**src/rtl/fetch_pkg.sv**
```systemverilog
// fetch_pkg: shared fetch FSM state, queue entry type and PC step for instr_fetch_ctrl
package fetch_pkg;
  typedef enum logic [1:0] {IDLE, FETCH, DRAIN, HALT} fetch_state_e;
  typedef struct packed {
    logic [31:0] pc;
    logic [31:0] instr;
  } fetch_entry_t;
  localparam logic [31:0] PC_STEP = 32'd4;
endpackage

```
**src/rtl/instr_fetch_queue.sv**
```systemverilog
// fetch_queue: circular FIFO of fetch_entry_t (clk, reset_n, push, pop, flush, din -> dout, empty, full, count); flush beats push, push+pop when full is legal
module fetch_queue
  import fetch_pkg::*;
#(
  parameter int QDEPTH = 2
) (
  input  logic                      clk,
  input  logic                      reset_n,
  input  logic                      push,
  input  logic                      pop,
  input  logic                      flush,
  input  fetch_entry_t              din,
  output fetch_entry_t              dout,
  output logic                      empty,
  output logic                      full,
  output logic [$clog2(QDEPTH):0]   count
);
  localparam int AW = $clog2(QDEPTH);
  localparam int CW = AW + 1;
  fetch_entry_t   mem [QDEPTH];
  logic [AW-1:0]  wr, rd;
  logic           do_push, do_pop;
  assign empty   = count == '0;
  assign full    = count == CW'(QDEPTH);
  assign do_pop  = pop && !empty && !flush;
  assign do_push = push && !flush && (!full || do_pop);
  assign dout    = empty ? '0 : mem[rd];
  always_ff @(posedge clk or negedge reset_n) begin
    if (!reset_n) begin
      wr    <= '0;
      rd    <= '0;
      count <= '0;
    end else if (flush) begin
      wr    <= '0;
      rd    <= '0;
      count <= '0;
    end else begin
      if (do_push) wr <= wr + AW'(1);
      if (do_pop) rd <= rd + AW'(1);
      count <= count + CW'(do_push) - CW'(do_pop);
    end
  end
  always_ff @(posedge clk) begin
    if (do_push) mem[wr] <= din;
  end
endmodule

```
**src/rtl/instr_fetch_ctrl.sv**
```systemverilog
// instr_fetch_ctrl: ROM fetch sequencer (start/redirect in; imem_addr/imem_data ROM side; instr_valid/ready/data/pc to decode; busy, halted; fault when FETCH_ALIGN_CHECK_EN)
module instr_fetch_ctrl
  import fetch_pkg::*;
#(
  parameter logic [31:0] RESET_PC  = 32'h0000_0000,
  parameter int          QDEPTH    = 2,
  parameter int          ROM_WORDS = 16,
  parameter logic [31:0] HALT_WORD = 32'h0000_0000
) (
  input  logic        clk,
  input  logic        reset_n,
  input  logic        start,
  output logic [31:0] imem_addr,
  input  logic [31:0] imem_data,
  input  logic        redirect_valid,
  input  logic [31:0] redirect_pc,
  output logic        instr_valid,
  input  logic        instr_ready,
  output logic [31:0] instr_data,
  output logic [31:0] instr_pc,
  output logic        busy,
  output logic        halted
`ifdef FETCH_ALIGN_CHECK_EN
  , output logic      fault
`endif
);
  localparam int          CW        = $clog2(QDEPTH) + 1;
  localparam logic [31:0] ROM_LIMIT = 32'(ROM_WORDS * 4);
  fetch_state_e  state, state_n;
  logic [31:0]   fetch_pc, pc_n;
  fetch_entry_t  q_dout;
  logic          q_empty, q_full, q_push, q_flush;
  logic [CW-1:0] q_count;
  logic          pop, redir, restart, bad_align, in_rom, is_halt, drained;
  assign imem_addr   = fetch_pc;
  assign instr_valid = !q_empty;
  assign instr_data  = q_dout.instr;
  assign instr_pc    = q_dout.pc;
  assign busy        = state == FETCH || state == DRAIN;
  assign halted      = state == HALT;
  assign pop         = instr_valid && instr_ready;
  assign redir       = redirect_valid && state != IDLE;
  assign restart     = start && (state == IDLE || state == HALT);
`ifdef FETCH_ALIGN_CHECK_EN
  assign bad_align   = redir && redirect_pc[1:0] != 2'b00;
`else
  assign bad_align   = 1'b0;
`endif
  assign in_rom      = fetch_pc < ROM_LIMIT;
  assign is_halt     = imem_data == HALT_WORD;
  assign drained     = q_empty || (q_count == CW'(1) && pop);
  assign q_flush     = redir || restart;
  assign q_push      = state == FETCH && !redir && in_rom && !is_halt && (!q_full || pop);
  always_comb begin
    state_n = state;
    pc_n    = fetch_pc;
    if (redir) begin
      state_n = bad_align ? HALT : FETCH;
      pc_n    = bad_align ? fetch_pc : redirect_pc & ~32'd3;
    end else if (restart) begin
      state_n = FETCH;
      pc_n    = RESET_PC;
    end else if (state == FETCH) begin
      state_n = (!in_rom || is_halt) ? DRAIN : FETCH;
      pc_n    = q_push ? fetch_pc + PC_STEP : fetch_pc;
    end else if (state == DRAIN) begin
      state_n = drained ? HALT : DRAIN;
    end
  end
  always_ff @(posedge clk or negedge reset_n) begin
    if (!reset_n) begin
      state    <= IDLE;
      fetch_pc <= RESET_PC;
    end else begin
      state    <= state_n;
      fetch_pc <= pc_n;
    end
  end
`ifdef FETCH_ALIGN_CHECK_EN
  always_ff @(posedge clk or negedge reset_n) begin
    if (!reset_n) fault <= 1'b0;
    else if (bad_align) fault <= 1'b1;
    else if (restart) fault <= 1'b0;
  end
`endif
  fetch_queue #(.QDEPTH(QDEPTH)) u_queue (
    .clk     (clk),
    .reset_n (reset_n),
    .push    (q_push),
    .pop     (pop),
    .flush   (q_flush),
    .din     ('{pc: fetch_pc, instr: imem_data}),
    .dout    (q_dout),
    .empty   (q_empty),
    .full    (q_full),
    .count   (q_count)
  );
endmodule
```
**config.mk**
```make
export PLATFORM = sky130hd
export DESIGN_NAME = instr_fetch_ctrl
export DESIGN_NICKNAME = d
export VERILOG_FILES = /design/src/rtl/fetch_pkg.sv /design/src/rtl/instr_fetch_queue.sv /design/src/rtl/instr_fetch_ctrl.sv
export SDC_FILE = /design/constraint.sdc
export NUM_CORES = 1
export LEC_CHECK = 0
export BUFFER_PORTS_ARGS = -buffer_cell sky130_fd_sc_hd__buf_2
export CORE_ASPECT_RATIO = 1.2
export CORE_MARGIN = 2
export CORE_UTILIZATION = 45
export CTS_CLUSTER_DIAMETER = 80
export DETAILED_ROUTE_END_ITERATION = 16
export GPL_ROUTABILITY_DRIVEN = 0
export PLACE_DENSITY = 0.69
export SETUP_SLACK_MARGIN = 0.15
export SYNTH_ARGS = -nofsm -noshare
export SYNTH_HDL_FRONTEND = slang
export SYNTH_SLANG_ARGS = --single-unit
```
**constraint.sdc**
```tcl
create_clock -name clk -period 6.4 [get_ports clk]
set_input_delay 0.32 -clock clk [delete_from_list [all_inputs] [get_ports clk]]
set_output_delay 0.32 -clock clk [all_outputs]
set_load 0.005 [all_outputs]
```
==> metrics.csv, run 1 <==
stage;metric;value;unit
sta;RSZ-0062 raised after global routing;no;
sta;worst slew pin tran;1170;ps
yosys;Synth Warn #;0;
drt;wire per inst;18.1;um
critical_path;RR Startpoint;imem_addr[19]$_DFFE_PN0P_;
sta;Hold Vio Cnt, Final;2;
drt;Vias;4386;
critical_path;Crit-path slowest cell;nor2_4;
yosys;post-synthesis register bit count;160;
clock_tree;post_cts resized;0;
yosys;Post-Syn Area per Cell;14.5;um^2
critical_path;Crit Path Category;register to register;
layout;post-route cell area;8120;um^2
status;outcome;finished with violations;
critical_path;critical path buffer and inverter count;1;
min_path;Tightest Hold Check Type;primary input to asynchronous set/reset pin;
global_routing;vias in the first global route;4449;
place;# placed instances;774;
clock_tree;H-tree depth;4;
pwr;power density over cell area;323;nW/um^2
yosys;Synth Instances;455;
sta;max-slew violations;0;
global_routing;global-route wire length before repair;22600;um
clock_tree;Setup Buffers After CTS;0;
sta;final setup vio count;0;
sta;Slew HR;22.0;%
pwr;Static Leak;3.23;nW
global_routing;global route overflow;0;
yosys;dominant cells by area after synthesis;edfxtp_1, dfrtp_1, mux2i_1, nor2_1, a22o_1;
die;chip height;137;um
place;Cell Area, Placed;7590;um^2
critical_path;Crit. End Element;register;
critical_path;Worst EP required;6450;ps
clock_tree;clock sink count;160;
sta;fin crit period;3560;ps
die;Die Width;115;um
critical_path;max incr delay on CP;670;ps
drt;Detailed Route WL;14600;um
layout;Layout Cells excl Fill;806;
critical_path;critical path peak fanout;36;
critical_path;CP startpoint kind;register;
yosys;Yosys top cell by area;edfxtp_1;
yosys;Post-synth ARST share;22.5;%
layout;Multi-input gate area;1830;um^2
sta;Hold Slack;-3.70;ps
clock_tree;number of buffers created by CTS;17;
clock_tree;# hold bufs at CTS;0;
pwr;VDD IR-drop max;0.232;mV
layout;n_diodes;0;
status;failing checks;hold timing;
yosys;Seq/Total Area, Yosys;70.0;%
clock_tree;worst skew pair latency;420;ps
yosys;main flop type after synthesis;edfxtp_1;
layout;Nets;693;
critical_path;Reg2Reg Depth;6;
yosys;post-synthesis cell type count;47;
critical_path;critical path arrival;3610;ps
die;# IOs;168;
yosys;top-area cell type share of the netlist area;56.3;%
job;max-capacitance violation count;0;
yosys;most common library cells after synthesis;edfxtp_1, nor2_1, mux2i_1;
global_routing;total track usage;19.4;%
critical_path;kind of cell adding the most delay to the critical path;simple AND/OR/NAND/NOR gates;
critical_path;reg2reg end;u_queue.mem[0][10]$_DFFE_PP_;
global_routing;initial antenna violation count;0;
die;Initial Util;46.0;%
sta;Final Cycle Share;55.6;%
critical_path;R2R setup slack;2840;ps
layout;Storage cell area;4630;um^2
sta;Clock Skews;4.95;ps
drt;ANT nets after route;0;
clock_tree;Max clock buf depth;2;
critical_path;CP Cell Sequence;or4_4, nor4_4, o211ai_4, or2_2, nor2_4, buf_4;
clock_tree;CTS tree;yes;
place;HPWL after DPL;9550;um
die;# rows;48;
sta;Final TNS setup;0;ps
clock_tree;Clk pin slew, worst setup/hold paths;60;ps
global_routing;pin count of the biggest net entering global routing;64;
drt;DR iter-0 viols;272;
layout;share of layout cells above drive strength 1;33.0;%
drt;DRC;0;
layout;Fill cells;1186;
clock_tree;root buffer cell;clkbuf_16;
yosys;synthesized area;6610;um^2
layout;synth-to-layout area growth;22.8;%
yosys;most frequent cell after synthesis;edfxtp_1;
place;PortBufs;161;
die;core area;14400;um^2
drt;Vias/cell;5.44;
layout;Finished Core Util;56.5;%
die;die area;15700;um^2
drt;DR pass1 iterations;4;
sta;Peak Freq;281;MHz
yosys;EDFF count, synth;124;
[placed cells by master (no fill, tap or decap), drive strengths merged, types with 2 or more instances in the layout]
master,Yosys,layout
buf,9,166
edfxtp,124,124
nor2,74,74
mux2i,62,62
dfrtp,36,36
a22o,20,20
inv,17,19
clkbuf,16,19
nor4,12,12
clkinv,0,10
a21oi,9,9
nand2,8,8
a211oi,8,8
nand4,6,6
ha,6,6
nand3,4,4
nor3,4,4
o21ai,4,4
conb,1,4
and2,3,3
or4,3,3
a22oi,3,3
or3,2,2
xor2,2,2
xnor2,2,2
o211a,2,2
mux2,2,2
nand2b,2,2
[worst max path at each step]
stage                                         endpoint  cells after the start  slack, ps                 startpoint
after floorplan            u_queue.mem[0][0]$_DFFE_PP_                      5       1570  imem_addr[19]$_DFFE_PN0P_
after global placement     u_queue.mem[1][4]$_DFFE_PP_                      6       2890  imem_addr[19]$_DFFE_PN0P_
after detailed placement   u_queue.mem[0][8]$_DFFE_PP_                      6       2810  imem_addr[19]$_DFFE_PN0P_
after CTS                  u_queue.mem[0][8]$_DFFE_PP_                      6       2800  imem_addr[19]$_DFFE_PN0P_
after global routing      u_queue.mem[0][12]$_DFFE_PP_                      6       2640  imem_addr[19]$_DFFE_PN0P_
final                     u_queue.mem[0][10]$_DFFE_PP_                      6       2840  imem_addr[19]$_DFFE_PN0P_
[cells by family (layout without fill, tap and decap cells)]
logic type | count (synthesis) | in the layout | share of synthesized area (%)
DFF | 160 | 160 | 70.0
and+or+nand+nor | 124 | 124 | 9.01
muxes | 64 | 64 | 9.84
AOI/OAI and AO/OA | 54 | 54 | 6.61
buffers and inverters | 42 | 215 | 2.84
adders and majority gates | 6 | 6 | 1.14
xor gates and xnor gates | 4 | 4 | 0.530
other | 1 | 4 | 0.0567
[routing by layer]
layer,GRT usage [%],wire [um],share of wire (%),vias to the layer above
met4,7.38,230,1.6,0
met3,5.76,1040,7.1,17
met2,32.9,7450,51,168
met1,23.3,5850,40,2170
li1,-,-,-,2031
met5,0,0,0,-
[final cells by class]
class                           instances  area share (%)
Tap cell                              175            2.70
Clock inverter                         13            1.17
Inverter                               17           0.786
Sequential cell                       160            57.0
Timing Repair Buffer                  166            10.4
Multi-Input combinational cell        256            22.6
Clock buffer                           19            5.33
[power by group]
part           switching, mW  internal, mW
registers              0.116          1.22
logic                  0.202         0.179
clock network          0.378         0.527
[sequential cells by signal, indices dropped and copies added, names as in the netlist]
signal,flops
u_queue.wr,1
u_queue.mem,124
u_queue.count,2
state,2
u_queue.rd,1
imem_addr,30
[stage by stage]
| stage | setup WS, ps | total power, mW |
|---|---|---|
| 3_3_place_gp | 2890 | 1.72 |
| 2_1_floorplan | 1570 | 1.55 |
| 5_1_grt | 2640 | 2.74 |
| 4_1_cts | 2800 | 2.65 |
| 3_5_place_dp | 2810 | 1.74 |
| 6_report | 2840 | 2.62 |
Note: power is estimated with default switching activity, not from simulation.
==> run 2, diff against run 1 <==
ABC_AREA = 1   (was default)
PLACE_DENSITY = 0.72   (was 0.69)
clock period = 3.12 ns   (was 6.4 ns; I/O delays follow)
==> run 2 against run 1 <==
  * The run now ends clean
  * Count of clock-buffer cells in the layout up 4
  * Flip-flop and latch count unchanged
  * First-iteration DRC count up 26%
  * Utilization up 4.8 points
  * Design area up 9.5%
  * Register-to-register slack worse by 2200 ps
  * Sequential power up 100%
  * Via count up 16%
  * Sequential share of layout area down 5.0 points
  * Critical endpoint is now u_queue.mem[1][45]$_DFFE_PP_
  * Largest cell class unchanged
  * Largest power group unchanged
  * Highest routed layer unchanged
==> metrics.csv, run 2 <==
stage;metric;value;unit;change
status;outcome;finished, final reports clean;;was finished with violations
sta;Hold Slack;16.2;ps;was -3.70 ps
critical_path;critical path arrival;2570;ps;was 3610 ps
drt;Detailed Route WL;16600;um;was 14600 um
global_routing;total track usage;21.2;%;was 19.4%
pwr;VDD IR-drop max;0.398;mV;was 0.232 mV
global_routing;global-route wire length before repair;25200;um;was 22600 um
sta;Peak Freq;401;MHz;was 281 MHz
pwr;Seq pwr share;47.4;%;was 51.0%
sta;max-slew violations;0;;unchanged
layout;most frequent cells in the layout;nand2_1, buf_2, edfxtp_1;;was buf_2, edfxtp_1, nor2_1
critical_path;Crit. End Element;register;;unchanged
layout;n_diodes;0;;unchanged
drt;Vias;5096;;was 4386
yosys;most common library cells after synthesis;nand2_1, edfxtp_1, a21oi_1;;was edfxtp_1, nor2_1, mux2i_1
layout;share of layout cells above drive strength 1;27.6;%;was 33.0%
layout;most common cell after layout, fill and taps aside;nand2_1;;was buf_2
pwr;cell internal pwr;4.29;mW;was 1.93 mW
yosys;Yosys top cell by area;edfxtp_1;;unchanged
pwr;Clk network pwr share;37.9;%;was 34.5%
pwr;Logic pwr share;14.7;%;was 14.5%
pwr;Psw;1.47;mW;was 697 uW
clock_tree;Max clock buf depth;2;;unchanged
critical_path;max incr delay on CP;390;ps;was 670 ps
yosys;dominant cells by area after synthesis;edfxtp_1, dfrtp_1, nand2_1, a21oi_1, nor2_1;;was edfxtp_1, dfrtp_1, mux2i_1, nor2_1, a22o_1
drt;wire per inst;16.1;um;was 18.1 um
critical_path;CP startpoint kind;register;;unchanged
clock_tree;H-tree depth;4;;unchanged
yosys;most frequent cell after synthesis;nand2_1;;was edfxtp_1
critical_path;critical path peak fanout;25;;was 36
sta;fin crit period;2490;ps;was 3560 ps
yosys;top-area cell type share of the netlist area;55.8;%;was 56.3%
layout;Layout Cells excl Fill;1030;;was 806
yosys;main flop type after synthesis;edfxtp_1;;unchanged
place;# placed instances;942;;was 774
layout;Most flops, register;u_queue.mem;;unchanged
die;# rows;48;;unchanged
yosys;EDFF count, synth;124;;unchanged
clock_tree;worst skew pair latency;410;ps;was 420 ps
die;Initial Util;46.1;%;was 46.0%
drt;Vias/cell;4.95;;was 5.44
layout;Fill cells;1152;;was 1186
drt;DR iter-0 viols;343;;was 272
die;Die Width;115;um;about the same
yosys;post-synthesis cell type count;27;;was 47
clock_tree;number of buffers created by CTS;17;;unchanged
clock_tree;Clk pin slew, worst setup/hold paths;60;ps;about the same
sta;Clock Skews;10.4;ps;was 4.95 ps
die;die area;15800;um^2;was 15700 um^2
critical_path;Crit-path slowest cell;dfrtp_1;;was nor2_4
layout;max reg flops;124;;unchanged
die;chip height;137;um;about the same
yosys;synthesized area;6680;um^2;was 6610 um^2
sta;RSZ-0062 raised after global routing;no;;unchanged
global_routing;global route overflow;0;;unchanged
place;Placement Setup Slack;622;ps;was 2810 ps
global_routing;initial antenna violation count;0;;unchanged
drt;DR pass1 iterations;5;;was 4
die;# IOs;168;;unchanged
sta;final worst slack;626;ps;was 2840 ps
place;HPWL after DPL;10400;um;was 9550 um
min_path;Tightest Hold Check Type;primary input to register;;was primary input to asynchronous set/reset pin
yosys;Post-synth ARST share;22.5;%;unchanged
yosys;Synth Warn #;0;;unchanged
drt;ANT nets after route;0;;unchanged
clock_tree;CTS tree;yes;;unchanged
sta;worst slew pin tran;856;ps;was 1170 ps
sta;Hold Vio Cnt, Final;0;;was 2
layout;synth-to-layout area growth;33.1;%;was 22.8%
critical_path;Worst EP required;3190;ps;was 6450 ps
yosys;Post-Syn Area per Cell;11.2;um^2;was 14.5 um^2
sta;Final Cycle Share;79.9;%;was 55.6%
sta;final setup vio count;0;;unchanged
drt;DRC;0;;unchanged
job;max-capacitance violation count;0;;unchanged
critical_path;CP Cell Sequence;inv_2, ha_4, inv_2, nor2_1, nand2_1, nor2_2, nand2_1, nor2_4, nand3_4, nor3_4, buf_4;;was or4_4, nor4_4, o211ai_4, or2_2, nor2_4, buf_4
die;core area;14500;um^2;was 14400 um^2
yosys;Synth Instances;598;;was 455
yosys;post-synthesis register bit count;160;;unchanged
layout;Nets;892;;was 693
clock_tree;root buffer cell;clkbuf_16;;unchanged
place;PortBufs;161;;unchanged
global_routing;vias in the first global route;5142;;was 4449
clock_tree;clock sink count;160;;unchanged
yosys;Seq/Total Area, Yosys;69.3;%;was 70.0%
global_routing;pin count of the biggest net entering global routing;64;;unchanged
pwr;Static Leak;3.92;nW;was 3.23 nW
pwr;switch share;25.5;%;was 26.6%
critical_path;Crit Path Category;register to register;;unchanged
pwr;power density over cell area;647;nW/um^2;was 323 nW/um^2
sta;Slew HR;42.9;%;was 22.0%
[run 2: cell types whose count changed in the layout (fill, tap and decap cells not counted), sizes merged, moves of 24 or more]
cell         delta
nor2           -24
a21oi          +55
nand2         +190
mux2i          -62
nand3          +27
dlygate4sd3    +56
[run 2: area by class of cell]
cell class,instances,area (um^2),share of cell area (%)
Clock buffer,23,478,5.38
Clock inverter,9,155,1.75
Inverter,33,124,1.39
Multi-Input combinational cell,377,1800,20.3
Sequential cell,160,4630,52.1
Tap cell,200,250,2.82
Timing Repair Buffer,228,1450,16.3
[run 2: final timing paths]
path / to / start / cells past startpoint / slack (ps)
max: u_queue.mem[1][45]$_DFFE_PP_ / state[1]$_DFFE_PN0P_ / 11 / 630
min: imem_addr[31]$_DFFE_PN0P_ / redirect_pc[31] / 3 / 20
max reg2reg: u_queue.mem[1][45]$_DFFE_PP_ / state[1]$_DFFE_PN0P_ / 11 / 630
min reg2reg: u_queue.wr$_DFFE_PN0P_ / u_queue.wr$_DFFE_PN0P_ / 2 / 520
max in group asynchronous: u_queue.rd$_DFFE_PN0P_ / reset_n / 2 / 2140
min in group asynchronous: imem_addr[17]$_DFFE_PN0P_ / reset_n / 2 / 390
[run 2: timing repair]
action / in CTS / in global routing
endpoints found under the hold margin: 123 / 0
buffers inserted: 0 / 0
hold buffers: 56 / 0
gates resized for setup: 0 / 0
[run 2: power by group through the flow]
| stage | clock network [mW] | logic [mW] | registers [mW] |
|---|---|---|---|
| 2_1_floorplan | 0 | 0.439 | 2.72 |
| 3_3_place_gp | 0 | 0.767 | 2.75 |
| 3_5_place_dp | 0 | 0.794 | 2.77 |
| 5_1_grt | 2.30 | 0.944 | 2.76 |
| 6_report | 2.18 | 0.844 | 2.73 |
| 4_1_cts | 2.22 | 0.853 | 2.73 |
[run 2: routing by layer]
metal / part of all wire, % / global-route usage, % / vias up / wire length, um
met3: 4.8 / 4.62 / 26 / 797
met2: 53 / 37.5 / 170 / 8720
met4: 2.4 / 8.37 / 0 / 394
met1: 40 / 25.0 / 2444 / 6690
li1: - / - / 2456 / -
met5: 0 / 0 / - / 0
[run 2: critical path: cells and delay by family (launching register included)]
| family | cells | cell delay [ps] |
|---|---|---|
| buffers and inverters | 3 | 510 |
| flip-flops | 1 | 390 |
| AND/OR/NAND/NOR | 7 | 1080 |
| adder cells (fa/ha/maj) | 1 | 140 |
[run 2: metrics by stage]
stage	instance area (um^2)	utilization (%)	power (mW)	TNS [ps]
2_1_floorplan	6700	-	3.16	-4090
3_3_place_gp	7690	53.1	3.51	0
3_5_place_dp	7690	53.1	3.56	0
4_1_cts	8880	61.4	5.80	0
5_1_grt	8880	61.4	6.00	0
6_report	8880	61.4	5.75	0
[run 2: logic make-up (layout without fill, tap and decap cells)]
family	Yosys count	count (layout)	synth area share (%)
AOI/OAI and AO/OA	83	83	6.88
xor gates and xnor gates	3	3	0.394
adders and majority gates	6	6	1.12
buffers and inverters	64	293	4.22
DFF	160	160	69.3
other	1	4	0.0562
and+or+nand+nor	281	281	18.1
